$ cat config.mk
export PLATFORM = sky130hd
export DESIGN_NAME = sprite_collision_detector
export DESIGN_NICKNAME = d
export VERILOG_FILES = /design/src/rtl/sprite_collision_detector.sv
export SDC_FILE = /design/constraint.sdc
export NUM_CORES = 1
export LEC_CHECK = 0
export CORE_MARGIN = 8
export CORE_UTILIZATION = 55
export CTS_BUF_LIST = sky130_fd_sc_hd__clkbuf_4 sky130_fd_sc_hd__clkbuf_8
export CTS_CLUSTER_SIZE = 10
export DETAILED_ROUTE_END_ITERATION = 10
export DONT_BUFFER_PORTS = 1
export PLACE_DENSITY = 0.7
export SLEW_MARGIN = 30
export SYNTH_ARGS = -nofsm -noshare
export SYNTH_HDL_FRONTEND = slang
export SYNTH_SLANG_ARGS = --single-unit
$ cat constraint.sdc
create_clock -name clk -period 13.4 [get_ports clk]
set_input_delay 4.02 -clock clk [delete_from_list [all_inputs] [get_ports clk]]
set_output_delay 4.02 -clock clk [all_outputs]
set_load 0.05 [all_outputs]
$ cat src/rtl/sprite_collision_detector.sv
// Pixel-accurate player/enemy sprite collision detector.
// Counts overlapping opaque pixels per frame and raises a sticky hit at frame end.
module sprite_collision_detector #(
    parameter int         H_ACTIVE        = 640,
    parameter int         V_ACTIVE        = 480,
    parameter int         P_W             = 80,
    parameter int         P_H             = 121,
    parameter int         E_W             = 80,
    parameter int         E_H             = 121,
    parameter logic [2:0] TRANSPARENT     = 3'b000,
    parameter int         THRESHOLD       = 16,
    parameter int         COOLDOWN_FRAMES = 2
) (
    input  logic        clk,
    input  logic        reset,
    input  logic [9:0]  hcount,
    input  logic [9:0]  vcount,
    input  logic [9:0]  player_x,
    input  logic [9:0]  player_y,
    input  logic [2:0]  player_data,
    input  logic [9:0]  enemy_x,
    input  logic [9:0]  enemy_y,
    input  logic [2:0]  enemy_data,
    input  logic        ack,
    output logic        collision,
    output logic        collision_pulse,
    output logic [15:0] overlap_count,
    output logic [9:0]  hit_x,
    output logic [9:0]  hit_y
);

    typedef enum logic [1:0] {
        ARMED    = 2'd0,
        HIT      = 2'd1,
        COOLDOWN = 2'd2
    } state_t;

    localparam logic [10:0] H_ACT11  = 11'(H_ACTIVE);
    localparam logic [10:0] V_ACT11  = 11'(V_ACTIVE);
    localparam logic [9:0]  V_ACT10  = 10'(V_ACTIVE);
    localparam logic [10:0] P_W11    = 11'(P_W);
    localparam logic [10:0] P_H11    = 11'(P_H);
    localparam logic [10:0] E_W11    = 11'(E_W);
    localparam logic [10:0] E_H11    = 11'(E_H);
    localparam logic [15:0] THRESH16 = 16'(THRESHOLD);
    localparam logic [3:0]  CD_INIT  = 4'(COOLDOWN_FRAMES);

    // Half-open interval test, widened to 11 bits so origin+size never wraps.
    function automatic logic in_span(input logic [9:0] pos, input logic [9:0] origin,
                                     input logic [10:0] size);
        logic [10:0] pos11;
        logic [10:0] org11;
        pos11 = {1'b0, pos};
        org11 = {1'b0, origin};
        return (pos11 >= org11) && (pos11 < (org11 + size));
    endfunction

    function automatic logic [15:0] sat_inc(input logic [15:0] value);
        return (value == 16'hFFFF) ? value : value + 16'd1;
    endfunction

    // Stage p0: register video position, sprite positions and pixel colours
    logic [9:0] hcount_p0;
    logic [9:0] vcount_p0;
    logic [9:0] player_x_p0;
    logic [9:0] player_y_p0;
    logic [9:0] enemy_x_p0;
    logic [9:0] enemy_y_p0;
    logic [2:0] player_data_p0;
    logic [2:0] enemy_data_p0;
    logic       vld_p0;

    always_ff @(posedge clk) begin
        hcount_p0      <= hcount;
        vcount_p0      <= vcount;
        player_x_p0    <= player_x;
        player_y_p0    <= player_y;
        enemy_x_p0     <= enemy_x;
        enemy_y_p0     <= enemy_y;
        player_data_p0 <= player_data;
        enemy_data_p0  <= enemy_data;
        vld_p0         <= ({1'b0, hcount} < H_ACT11) && ({1'b0, vcount} < V_ACT11);
    end

    // Stage p1: overlap qualification, frame-end detection and hit state
    logic in_player_p0;
    logic in_enemy_p0;
    logic overlap_p0;
    logic frame_end_cond;
    logic frame_end_q;
    logic frame_end;

    assign in_player_p0   = in_span(hcount_p0, player_x_p0, P_W11) &&
                            in_span(vcount_p0, player_y_p0, P_H11);
    assign in_enemy_p0    = in_span(hcount_p0, enemy_x_p0, E_W11) &&
                            in_span(vcount_p0, enemy_y_p0, E_H11);
    assign overlap_p0     = vld_p0 && in_player_p0 && in_enemy_p0 &&
                            (player_data_p0 != TRANSPARENT) &&
                            (enemy_data_p0 != TRANSPARENT);
    assign frame_end_cond = (vcount_p0 == V_ACT10) && (hcount_p0 == 10'd0);
    assign frame_end      = frame_end_cond && !frame_end_q;

    state_t      state;
    logic [15:0] acc;
    logic        first_hit;
    logic [3:0]  cooldown;
    logic [9:0]  shadow_x;
    logic [9:0]  shadow_y;
    logic        shadow_load;

    assign shadow_load = reset && !frame_end && overlap_p0 && !first_hit;

    always_ff @(posedge clk) begin
        if (shadow_load) begin
            shadow_x <= hcount_p0;
            shadow_y <= vcount_p0;
        end
    end

    always_ff @(posedge clk) begin
        if (!reset) begin
            state           <= ARMED;
            collision       <= 1'b0;
            collision_pulse <= 1'b0;
            overlap_count   <= 16'd0;
            hit_x           <= 10'd0;
            hit_y           <= 10'd0;
            acc             <= 16'd0;
            first_hit       <= 1'b0;
            cooldown        <= 4'd0;
            frame_end_q     <= 1'b0;
        end else begin
            collision_pulse <= 1'b0;
            frame_end_q     <= frame_end_cond;

            if (frame_end) begin
                overlap_count <= acc;
                acc           <= 16'd0;
                first_hit     <= 1'b0;
            end else if (overlap_p0) begin
                acc <= sat_inc(acc);
                if (!first_hit) begin
                    first_hit <= 1'b1;
                end
            end

            case (state)
                ARMED: begin
                    if (frame_end && (acc >= THRESH16)) begin
                        state           <= HIT;
                        collision       <= 1'b1;
                        collision_pulse <= 1'b1;
                        hit_x           <= shadow_x;
                        hit_y           <= shadow_y;
                    end
                end
                HIT: begin
                    // ack takes priority over a coincident frame end: no re-hit this frame.
                    if (ack) begin
                        collision <= 1'b0;
                        if (COOLDOWN_FRAMES > 0) begin
                            cooldown <= CD_INIT;
                            state    <= COOLDOWN;
                        end else begin
                            state <= ARMED;
                        end
                    end
                end
                COOLDOWN: begin
                    if (frame_end) begin
                        if (cooldown <= 4'd1) begin
                            cooldown <= 4'd0;
                            state    <= ARMED;
                        end else begin
                            cooldown <= cooldown - 4'd1;
                        end
                    end
                end
                default: begin
                    state <= ARMED;
                end
            endcase
        end
    end

endmodule

=== Word-level counts from Yosys, hierarchy flattened ===
Cells that the tools add are included.
W data, S select, Z words.

* Bits in writable memories: 0
* Bits of input ports: 69
* Memories kept: 0
* Bits in read-only memories: 0
* Register bits: 149
* Latch bits: 0
* Word-level logic and storage cells: 95
* Output and inout bits: 38

* $add $sub $neg: 6
* Reduce and logical (&&, ||, !) cells: 33
* Order comparisons: 12
* Mux-type cells: 13
* Bitwise operators: 2
* Multipliers: 0
* Shifts and indexed selects: 0
* Divide/modulo/power cells: 0
* Eq/ne operators: 8

{| class="wikitable"
|+ Operators with widths
! operator !! count
|-
| $add A10 B7 Y11 const B || 4
|-
| $lt A10 B11 Y1 || 4
|-
| $ge A10 B10 Y1 || 4
|-
| $logic_and A1 B1 Y1 || 17
|-
| $add A16 B1 Y16 const B || 1
|-
| $eq A16 B16 Y1 const B || 1
|-
| $ge A16 B5 Y1 const B || 1
|-
| $mux W4 || 3
|-
| $eq A10 B9 Y1 const B || 1
|-
| $logic_not A10 Y1 || 1
|-
| $lt A10 B10 Y1 const B || 1
|-
| $lt A10 B9 Y1 const B || 1
|-
| $mux W2 || 4
|-
| $ne A2 B2 Y1 const B || 4
|-
| $pmux W4 S2 || 1
|-
| $pmux W2 S3 || 1
|-
| $reduce_and A2 Y1 || 3
|-
| $reduce_and A3 Y1 || 2
|-
| $reduce_bool A3 Y1 || 2
|-
| $le A4 B1 Y1 const B || 1
|-
| $reduce_and A4 Y1 || 1
|-
| $reduce_bool A2 Y1 || 2
|-
| $sub A4 B1 Y4 const B || 1
|-
| $logic_not A1 Y1 || 3
|-
| other kinds (7) || 10
|}

=== Logic depth before layout (Yosys ltp) ===
Gate-level depths: netlist of the first run.

* Depth in word-level cells: 10
* Depth in mapped cells: 16
* Depth with buffers taken out: 13

=== Worst setup path before layout of the first run ===
Ideal clock, no wire load.

* Path type: input -> register
* Start point: in reset
* End point: reg shadow_x[0], enable pin
* Required time: 12.973 ns
* Path buffers: 1
* Setup slack: 7.184 ns
* Setup time: 0.427 ns
* Arrival: 5.789 ns
* Stages on the path: 3
* Path through: nand2b_1 buf_1 nor3b_1

* Cells in the longest elaborated chain, start to end: 3

{| class="wikitable"
|+ RTL lines
! item !! line !! RTL
|-
| start: declaration || 15 || <nowiki>input logic reset,</nowiki>
|-
| $logic_and A1 B1 Y1 (3 in a row) || 111 || <nowiki>assign shadow_load = reset && !frame_end && overlap_p0 && !first_hit;</nowiki>
|-
| net shadow_load || 109 || <nowiki>logic shadow_load;</nowiki>
|-
| end signal: assignment || 115 || <nowiki>shadow_x <= hcount_p0;</nowiki>
|-
| end: declaration || 107 || <nowiki>logic [9:0] shadow_x;</nowiki>
|}

The timed path passes the listed nets, and every way through them passes these cells.
A chain may end at the register's enable or synchronous reset.

=== Worst setup path after layout of the first run ===
* Start point: in reset
* End point: reg shadow_y[4], enable pin

* Cells in the longest elaborated chain, start to end: 3

{| class="wikitable"
|+ RTL lines
! item !! line !! RTL
|-
| $logic_and A1 B1 Y1 (3 in a row) || 111 ||
|-
| net shadow_load || 109 ||
|-
| end signal: assignment || 116 || <nowiki>shadow_y <= vcount_p0;</nowiki>
|-
| end: declaration || 108 || <nowiki>logic [9:0] shadow_y;</nowiki>
|}

The timed path passes the listed nets, and every way through them passes these cells.

==> results.sh, run 1 <==
export IMPL_rows=40
export IMPL_register_area_um2=3180
export IMPL_cts_htree_levels=4
export IMPL_hold_buffers=0
export IMPL_total_power_uw=928
export IMPL_multi_input_area_um2=3370
export IMPL_layout_min_cycle_time_ns=5.26
export IMPL_r2r_end="acc[14]"
export IMPL_fp_dieW_um=127
export IMPL_max_vdd_ir_drop_mv=0.0991
export IMPL_path_max_fanout=17
export IMPL_n_antenna_cell=0
export IMPL_synthCells=665
export IMPL_synthArstFlopShare_pct=0
export IMPL_place_area_um2=6990
export IMPL_ys_types=59
export IMPL_worstSetupPathType="in -> reg"
export IMPL_worstHoldStart="shadow_y[8]"
export IMPL_clk_insertion_delay_late_ns=0.46
export IMPL_ys_warn_count=0
export IMPL_synthesis_nets=814
export IMPL_postCtsSetupBuffers=0
export IMPL_io_pins=107
export IMPL_vias_per_cell=5.74
export IMPL_grt_pass1_vias=4966
export IMPL_worstRegToRegCells=11
export IMPL_tns_ns=0
export IMPL_drive_gt1_share_pct=6.41
export IMPL_cpPeakStageDelay_ns=0.71
export IMPL_fin_crit_sh_pct=39.2
export IMPL_path_cells="nand2b_1 > nor3b_2 > buf_4"
export IMPL_grt_start_max_net_pins=43
export IMPL_setup_viol=0
export IMPL_drt_pass1_iter_count=4
export IMPL_fin_util_pct=61.7
export IMPL_slew_violations=0
export IMPL_drc=0
export IMPL_clockBufferDepth=2
export IMPL_worstPathRequired_ns=13.56
export IMPL_ant_nets=0
export IMPL_pre_cts_slack_ns=7.66
export IMPL_synth_edf_count=20
export IMPL_slowest_stage="nor3b_2"
export IMPL_cts_made_buffers=17
export IMPL_r2r_start="enemy_y_p0[0]"
export IMPL_p_leak_nw=3.00
export IMPL_avgSynthCellArea_um2=10.2
export IMPL_grt_usage_pct=18.5
export IMPL_initial_core_util_pct=56.4
export IMPL_place_gp_congestion=0.887
export IMPL_ys_flop_type="dfxtp_1"
export IMPL_tightest_slew_ns=0.811
export IMPL_outcome="complete, no violations"
export IMPL_portBuffers=0
export IMPL_die_area_um2=16200
export IMPL_fillers=1004
export IMPL_maxClockFrequency_ghz=0.190
export IMPL_area_growth_pct=9.42
export IMPL_vias=4899
export IMPL_worst_hold_path_type="reg -> reg"
export IMPL_core_area_um2=12100
export IMPL_grt_pass1_wl_um=23800
export IMPL_worstSetupStartpointType="input pin"
export IMPL_final_cell_mix="dfxtp_1, ha_1, nor2_1"
export IMPL_rsz0062_at_grt="false"
export IMPL_worst_slack_ns=8.14
export IMPL_initialDrtViolationCount=234
export IMPL_final_common_cell="dfxtp_1"
export IMPL_worstPathArrival_ns=5.42
export IMPL_critPathCaptureType="flop"
export IMPL_cts_reportedPaths_clkPinSlew_ns=0.07
export IMPL_cts_root_buf="clkbuf_8"
export IMPL_design_area_um2=7440
export IMPL_dpl_hpwl_um=11500
export IMPL_tritoncts="done"
export IMPL_r2r_slack_ns=8.88
export IMPL_finalHoldViolCount=0
export IMPL_grt_overflow=0
export IMPL_synth_seq_cells=149
export IMPL_antenna_found_initial=0
export IMPL_drv_cap=0
export IMPL_wl_per_cell_um=17.3
export IMPL_syn_area_um2=6800
export IMPL_skew_ns=0.0142
export IMPL_synth_seq_area_share_pct=46.8
export IMPL_holdPathEnd="hit_y[8]"
export IMPL_power_density_nw_per_um2=125
export IMPL_hold_path_depth=2
export IMPL_cts_repair_resized=0
export IMPL_cts_sinks=149
export IMPL_drt_wl_total_um=14700
export IMPL_die_h_um=127
export IMPL_relSlewSlack_pct=45.9
export IMPL_nets=822
## final cells by class
| type | count | share of cell area, % |
|---|---|---|
| clock buffers | 19 | 3.35 |
| clock inverters | 13 | 2.46 |
| inverters | 55 | 2.78 |
| multi-input cells | 445 | 45.3 |
| flip-flops and latches | 149 | 42.8 |
| well taps | 168 | 2.83 |
| repair buffers | 5 | 0.505 |
## how the worst max path moves through the flow
stage / cells past startpoint / slack, ns / start / endpoint
floorplan: 3 / 7.18 / reset / shadow_x[0]
global placement: 3 / 7.68 / reset / shadow_y[2]
detailed placement: 3 / 7.66 / reset / shadow_y[3]
CTS: 3 / 8.15 / reset / shadow_y[4]
global route: 3 / 8.01 / reset / shadow_y[3]
finish: 3 / 8.14 / reset / shadow_y[4]
## Yosys cell counts, drive strengths merged (3+ instances only)
library cell / instances / area, um^2
nor2: 57 / 214
or4: 11 / 82.6
a31oi: 4 / 25.0
xnor2: 22 / 193
inv: 55 / 206
a21oi: 38 / 190
nand3: 27 / 135
and2: 5 / 31.3
o2111ai: 3 / 26.3
a211oi: 6 / 45.0
edfxtp: 20 / 601
and4: 6 / 52.6
nor3: 9 / 45.0
o31ai: 14 / 105
buf: 5 / 27.5
ha: 80 / 1000
a211o: 4 / 35.0
nand4: 8 / 50.1
nor2b: 4 / 25.0
nand2b: 5 / 31.3
o21ai: 16 / 80.1
o21a: 4 / 30.0
xor2: 4 / 35.0
o211ai: 3 / 22.5
or3: 3 / 18.8
nor3b: 3 / 22.5
and3: 7 / 43.8
nor4: 7 / 43.8
nand2: 26 / 97.6
clkbuf: 11 / 41.3
mux2i: 36 / 360
a21o: 4 / 30.0
dfxtp: 129 / 2580
## report_power, final
| part | internal [mW] | leakage (nW) | switching [mW] |
|---|---|---|---|
| logic | 0.0353 | 1.55 | 0.0467 |
| registers | 0.463 | 1.24 | 0.0124 |
| clock network | 0.206 | 0.209 | 0.165 |
| total | 0.704 | 3.00 | 0.224 |
## through the flow
| stage | hold slack [ns] | std cells |
|---|---|---|
| global route | 0.508 | 854 |
| finish | 0.485 | 854 |
| global placement | 0.463 | 822 |
| detailed placement | 0.473 | 822 |
| CTS | 0.491 | 854 |
| floorplan | 0.431 | 665 |
## kinds of logic (layout without fill, tap and decap cells)
kind of cell	Yosys count	in the layout	share of synthesized area (%)
multiplexers	37	37	5.47
adder cells (fa/ha/maj)	80	80	14.7
AND/OR/NAND/NOR	186	186	14.2
buffers and inverters	71	92	4.05
flip-flops	149	149	46.8
XOR/XNOR	26	26	3.35
AO/OA/AOI/OAI	116	116	11.4
## state kept, by name, indices dropped and copies added, names as in the netlist, 2 cells and up
signal          count
player_y_p0        10
acc                16
shadow_y           10
enemy_y_p0         10
cooldown            4
overlap_count      16
hit_x              10
hcount_p0          10
enemy_x_p0         10
enemy_data_p0       3
vcount_p0          10
player_x_p0        10
player_data_p0      3
shadow_x           10
state               2
hit_y              10
## critical path, delay by kind of cell
family / cells / cell delay [ns]
buf+inv: 1 / 0.32
simple gates: 2 / 1.07
## layer usage
metal	global-route usage, %	vias to the layer above	wire length (um)
li1	-	2422	-
met1	21.3	2308	6490
met2	30.3	141	6900
met3	6.28	28	887
met4	9.17	0	468
met5	0	-	0
Power figures use the tool's default switching activity.
==> run 2, diff against run 1 <==
==> constraint.sdc (replaced) <==
create_clock -name clk -period 5.2 [get_ports clk]
set_input_delay 1.56 -clock clk [delete_from_list [all_inputs] [get_ports clk]]
set_output_delay 1.56 -clock clk [all_outputs]
set_load 0.05 [all_outputs]
==> results.sh, run 2 (synthesis gave the netlist of run 1 again) <==
export IMPL_layout_min_cycle_time_ns=4.36
export IMPL_io_pins=107
export IMPL_holdPathEnd="hit_x[4]"
export IMPL_maxClockFrequency_ghz=0.229
export IMPL_cts_sinks=149
export IMPL_worst_hold_path_type="reg -> reg"
export IMPL_wl_per_cell_um=17.3
export IMPL_p_clk_share_pct=38.9
export IMPL_tightest_slew_ns=0.752
export IMPL_drv_cap=0
export IMPL_internal_power_mw=1.77
export IMPL_grt_start_max_net_pins=27
export IMPL_die_h_um=127
export IMPL_final_common_cell="dfxtp_1"
export IMPL_worstSetupPathType="reg -> reg"
export IMPL_switchingPower_uw=576
export IMPL_r2r_start="enemy_y_p0[0]"
export IMPL_finalHoldViolCount=0
export IMPL_relSlewSlack_pct=49.9
export IMPL_cts_made_buffers=17
export IMPL_cts_htree_levels=4
export IMPL_dpl_hpwl_um=11600
export IMPL_portBuffers=0
export IMPL_fin_util_pct=61.4
export IMPL_fp_dieW_um=127
export IMPL_drt_pass1_iter_count=5
export IMPL_combPwrFrac_pct=9.0
export IMPL_worstHoldStart="shadow_x[4]"
export IMPL_drt_wl_total_um=14700
export IMPL_max_vdd_ir_drop_mv=0.227
export IMPL_postCtsSetupBuffers=0
export IMPL_grt_pass1_vias=5107
export IMPL_cpPeakStageDelay_ns=0.88
export IMPL_tns_ns=0
export IMPL_r2r_slack_ns=0.84
export IMPL_setup_viol=0
export IMPL_total_power_mw=2.35
export IMPL_reg_top3="acc x16, overlap_count x16"
export IMPL_path_max_fanout=26
export IMPL_initial_core_util_pct=56.4
export IMPL_hold_path_depth=2
export IMPL_rsz0062_at_grt="false"
export IMPL_cts_repair_resized=0
export IMPL_r2r_end="acc[12]"
export IMPL_path_delay_family="simple AND/OR/NAND/NOR gates"
export IMPL_worstPathRequired_ns=5.58
export IMPL_path_buf_inv=0
export IMPL_grt_usage_pct=19.0
export IMPL_initialDrtViolationCount=289
export IMPL_crit_top_cell="ha_1"
export IMPL_grt_pass1_wl_um=24500
export IMPL_cts_reportedPaths_clkPinSlew_ns=0.08
export IMPL_fin_crit_sh_pct=83.9
export IMPL_antenna_found_initial=0
export IMPL_area_growth_pct=9.02
export IMPL_rows=40
export IMPL_slowest_stage="or4b_1"
export IMPL_vias_per_cell=5.77
export IMPL_final_cell_mix="dfxtp_1, ha_1, nor2_1"
export IMPL_nets=821
export IMPL_clockBufferDepth=2
export IMPL_grt_overflow=0
export IMPL_path_cells="ha_1 > a2111oi_1 > xnor2_1 > ha_1 > and3_1 > a221o_1 > a31oi_1 > o21bai_1 > or4b_1 > or4_1 > a21oi_1"
export IMPL_outcome="complete, no violations"
export IMPL_drive_gt1_share_pct=6.28
export IMPL_slew_violations=0
export IMPL_p_leak_nw=2.99
export IMPL_vias=4918
export IMPL_place_gp_congestion=0.903
export IMPL_worstRegToRegCells=11
export IMPL_power_density_nw_per_um2=317
export IMPL_ant_nets=0
export IMPL_core_area_um2=12100
export IMPL_swShare_pct=24.5
export IMPL_hold_buffers=0
export IMPL_design_area_um2=7410
export IMPL_die_area_um2=16200
export IMPL_cts_root_buf="clkbuf_8"
export IMPL_clk_insertion_delay_late_ns=0.46
export IMPL_p_seq_share_pct=52.1
export IMPL_worstPathArrival_ns=4.75
export IMPL_critPathCaptureType="flop"
export IMPL_place_area_um2=6990
export IMPL_skew_ns=0.0102
export IMPL_drc=0
export IMPL_n_antenna_cell=0
export IMPL_tritoncts="done"
export IMPL_worstSetupStartpointType="flop"
[run 2: final cells by class]
class | count | area, um^2
Multi-Input combinational cell | 445 | 3370
Tap cell | 168 | 210
Clock inverter | 13 | 156
Timing Repair Buffer | 4 | 30.0
Clock buffer | 19 | 255
Sequential cell | 149 | 3180
Fill cell | 1008 | 4650
Inverter | 55 | 206
[run 2: through the flow]
stage	setup slack [ns]	hold slack [ns]	cells
after global placement	0.941	0.461	821
after CTS	0.821	0.492	853
final	0.835	0.485	853
after global routing	0.481	0.519	853
after floorplan	0.604	0.431	665
after detailed placement	0.818	0.473	821
[run 2: worst max-delay path by stage]
stage / start / endpoint / slack [ns] / depth (start not counted)
2_1_floorplan: enemy_y_p0[0] / shadow_x[0] / 0.60 / 11
3_3_place_gp: enemy_y_p0[0] / acc[4] / 0.94 / 11
3_5_place_dp: enemy_y_p0[0] / acc[14] / 0.82 / 11
4_1_cts: enemy_y_p0[0] / acc[14] / 0.82 / 11
5_1_grt: enemy_y_p0[0] / acc[15] / 0.48 / 11
6_report: enemy_y_p0[0] / acc[12] / 0.84 / 11
[run 2: worst reg2reg max path, stage by stage, from the launching register on]
cell and delay, ns:
dfxtp_1 0.35, ha_1 0.24, a2111oi_1 0.71, xnor2_1 0.20, ha_1 0.26, and3_1 0.20
a221o_1 0.29, a31oi_1 0.24, o21bai_1 0.15, or4b_1 0.88, or4_1 0.63, a21oi_1 0.15
[run 2: routing by layer]
| metal | share of wire [%] | up-vias | wire length [um] | track usage [%] |
|---|---|---|---|---|
| met5 | 0 | - | 0 | 0 |
| met4 | 2.2 | 0 | 321 | 7.49 |
| met3 | 7.1 | 27 | 1050 | 6.99 |
| met2 | 48 | 146 | 7030 | 31.4 |
| met1 | 43 | 2322 | 6350 | 22.1 |
| li1 | - | 2423 | - | - |
[run 2: power groups by stage]
| stage | logic (mW) | registers (mW) | clock network, mW |
|---|---|---|---|
| after floorplan | 0.164 | 1.24 | 0 |
| after global placement | 0.195 | 1.25 | 0 |
| after detailed placement | 0.209 | 1.25 | 0 |
| after CTS | 0.211 | 1.22 | 0.935 |
| after global routing | 0.243 | 1.23 | 0.986 |
| final | 0.211 | 1.23 | 0.914 |
==> run 3, diff against run 2 <==
==> constraint.sdc (replaced) <==
create_clock -name clk -period 4.3 [get_ports clk]
set_input_delay 1.29 -clock clk [delete_from_list [all_inputs] [get_ports clk]]
set_output_delay 1.29 -clock clk [all_outputs]
set_load 0.05 [all_outputs]
==> results.sh, run 3 (synthesis gave the netlist of run 1 again) <==
export IMPL_outcome="complete, no violations"
export IMPL_drive_gt1_share_pct=6.81
export IMPL_fp_dieW_um=127
export IMPL_worstSetupPathType="reg -> reg"
export IMPL_design_area_um2=7480
export IMPL_critPathCaptureType="flop"
export IMPL_final_common_cell="dfxtp_1"
export IMPL_cts_repair_resized=0
export IMPL_grt_pass1_wl_um=24400
export IMPL_maxClockFrequency_ghz=0.254
export IMPL_fin_crit_sh_pct=91.7
export IMPL_worstPathRequired_ns=4.66
export IMPL_grt_pass1_vias=5073
export IMPL_portBuffers=0
export IMPL_clk_insertion_delay_late_ns=0.45
export IMPL_postCtsSetupBuffers=0
export IMPL_final_cell_mix="dfxtp_1, ha_1, nor2_1"
export IMPL_vias=4891
export IMPL_max_vdd_ir_drop_mv=0.351
export IMPL_core_area_um2=12100
export IMPL_register_area_um2=3180
export IMPL_path_max_fanout=26
export IMPL_nets=826
export IMPL_drt_wl_total_um=14600
export IMPL_cts_sinks=149
export IMPL_drt_pass1_iter_count=4
export IMPL_cts_made_buffers=17
export IMPL_reg_top3="acc x16, overlap_count x16"
export IMPL_drc=0
export IMPL_total_power_mw=2.91
export IMPL_fin_util_pct=62.0
export IMPL_dpl_hpwl_um=11400
export IMPL_tritoncts="done"
export IMPL_grt_usage_pct=18.7
export IMPL_p_leak_nw=3.03
export IMPL_hold_buffers=0
export IMPL_initial_core_util_pct=56.4
export IMPL_worstSetupStartpointType="flop"
export IMPL_clockBufferDepth=2
export IMPL_ant_nets=0
export IMPL_fillers=1032
export IMPL_cts_reportedPaths_clkPinSlew_ns=0.08
export IMPL_cts_htree_levels=4
export IMPL_tightest_slew_ns=0.711
export IMPL_initialDrtViolationCount=257
export IMPL_rsz0062_at_grt="false"
export IMPL_place_area_um2=7020
export IMPL_area_growth_pct=9.98
export IMPL_grt_overflow=0
export IMPL_finalHoldViolCount=0
export IMPL_tns_ns=0
export IMPL_setup_viol=0
export IMPL_cts_root_buf="clkbuf_8"
export IMPL_r2r_slack_ns=0.36
export IMPL_skew_ns=0.00901
export IMPL_io_pins=107
export IMPL_die_area_um2=16200
export IMPL_worst_slack_ns=0.356
export IMPL_n_antenna_cell=0
export IMPL_worstPathArrival_ns=4.31
export IMPL_slew_violations=0
export IMPL_grt_start_max_net_pins=42
export IMPL_place_gp_congestion=0.896
export IMPL_vias_per_cell=5.70
export IMPL_die_h_um=127
export IMPL_antenna_found_initial=0
export IMPL_layout_min_cycle_time_ns=3.94
export IMPL_power_density_nw_per_um2=389
export IMPL_wl_per_cell_um=17.0
export IMPL_drv_cap=0
export IMPL_rows=40
export IMPL_multi_input_area_um2=3360
export IMPL_relSlewSlack_pct=52.6
export IMPL_worst_hold_path_type="reg -> reg"
export IMPL_pre_cts_slack_ns=0.395
-- run 3: cell count changes in the layout (fill, tap and decap cells not counted) --
cell,change
buf_4,+5
bufinv_16,+1
clkbuf_8,+1
clkinv_2,-1
clkinvlp_4,-1
inv_4,-1
inv_6,+1
nor4b_1,+1
nor4b_2,-1
-- run 3: final cells by class --
class / instances / area share, %
Inverter: 55 / 2.76
Timing Repair Buffer: 9 / 0.904
Multi-Input combinational cell: 445 / 45.0
Clock buffer: 20 / 3.60
Clock inverter: 12 / 2.36
Sequential cell: 149 / 42.6
Tap cell: 168 / 2.81
-- run 3: worst max-delay path, cell delays in order (launching register included) --
cell	delay, ns
dfxtp_1	0.35
ha_1	0.25
a2111oi_1	0.44
buf_4	0.20
xnor2_1	0.12
ha_1	0.26
and3_1	0.20
a221o_1	0.28
a31oi_1	0.21
o21bai_1	0.14
or4b_1	0.50
buf_4	0.22
or4_1	0.53
a21oi_1	0.16
-- run 3: per-stage QoR --
stage,cells,hold slack (ns)
4_1_cts,858,0.487
2_1_floorplan,665,0.431
6_report,858,0.487
3_3_place_gp,826,0.464
3_5_place_dp,826,0.475
5_1_grt,858,0.520
-- run 3: path summary, 6_finish.rpt --
kind,start,end,depth (start not counted)
worst max-delay path,enemy_y_p0[0],acc[10],13
worst min-delay path,shadow_x[1],hit_x[1],2
worst max register to register,enemy_y_p0[0],acc[10],13
worst min register to register,shadow_x[1],hit_x[1],2
-- run 3: per-layer routing --
layer / up-vias / track usage, % / share of wire (%)
li1: 2435 / - / -
met1: 2283 / 21.1 / 43
met5: - / 0 / 0
met2: 147 / 31.3 / 47
met3: 26 / 6.95 / 7.4
met4: 0 / 7.98 / 2.1
-- run 3: power breakdown --
part | internal, mW | total, mW | switching (mW)
clock network | 0.669 | 1.18 | 0.506
registers | 1.44 | 1.48 | 0.0383
logic | 0.110 | 0.252 | 0.142
total | 2.22 | 2.91 | 0.686
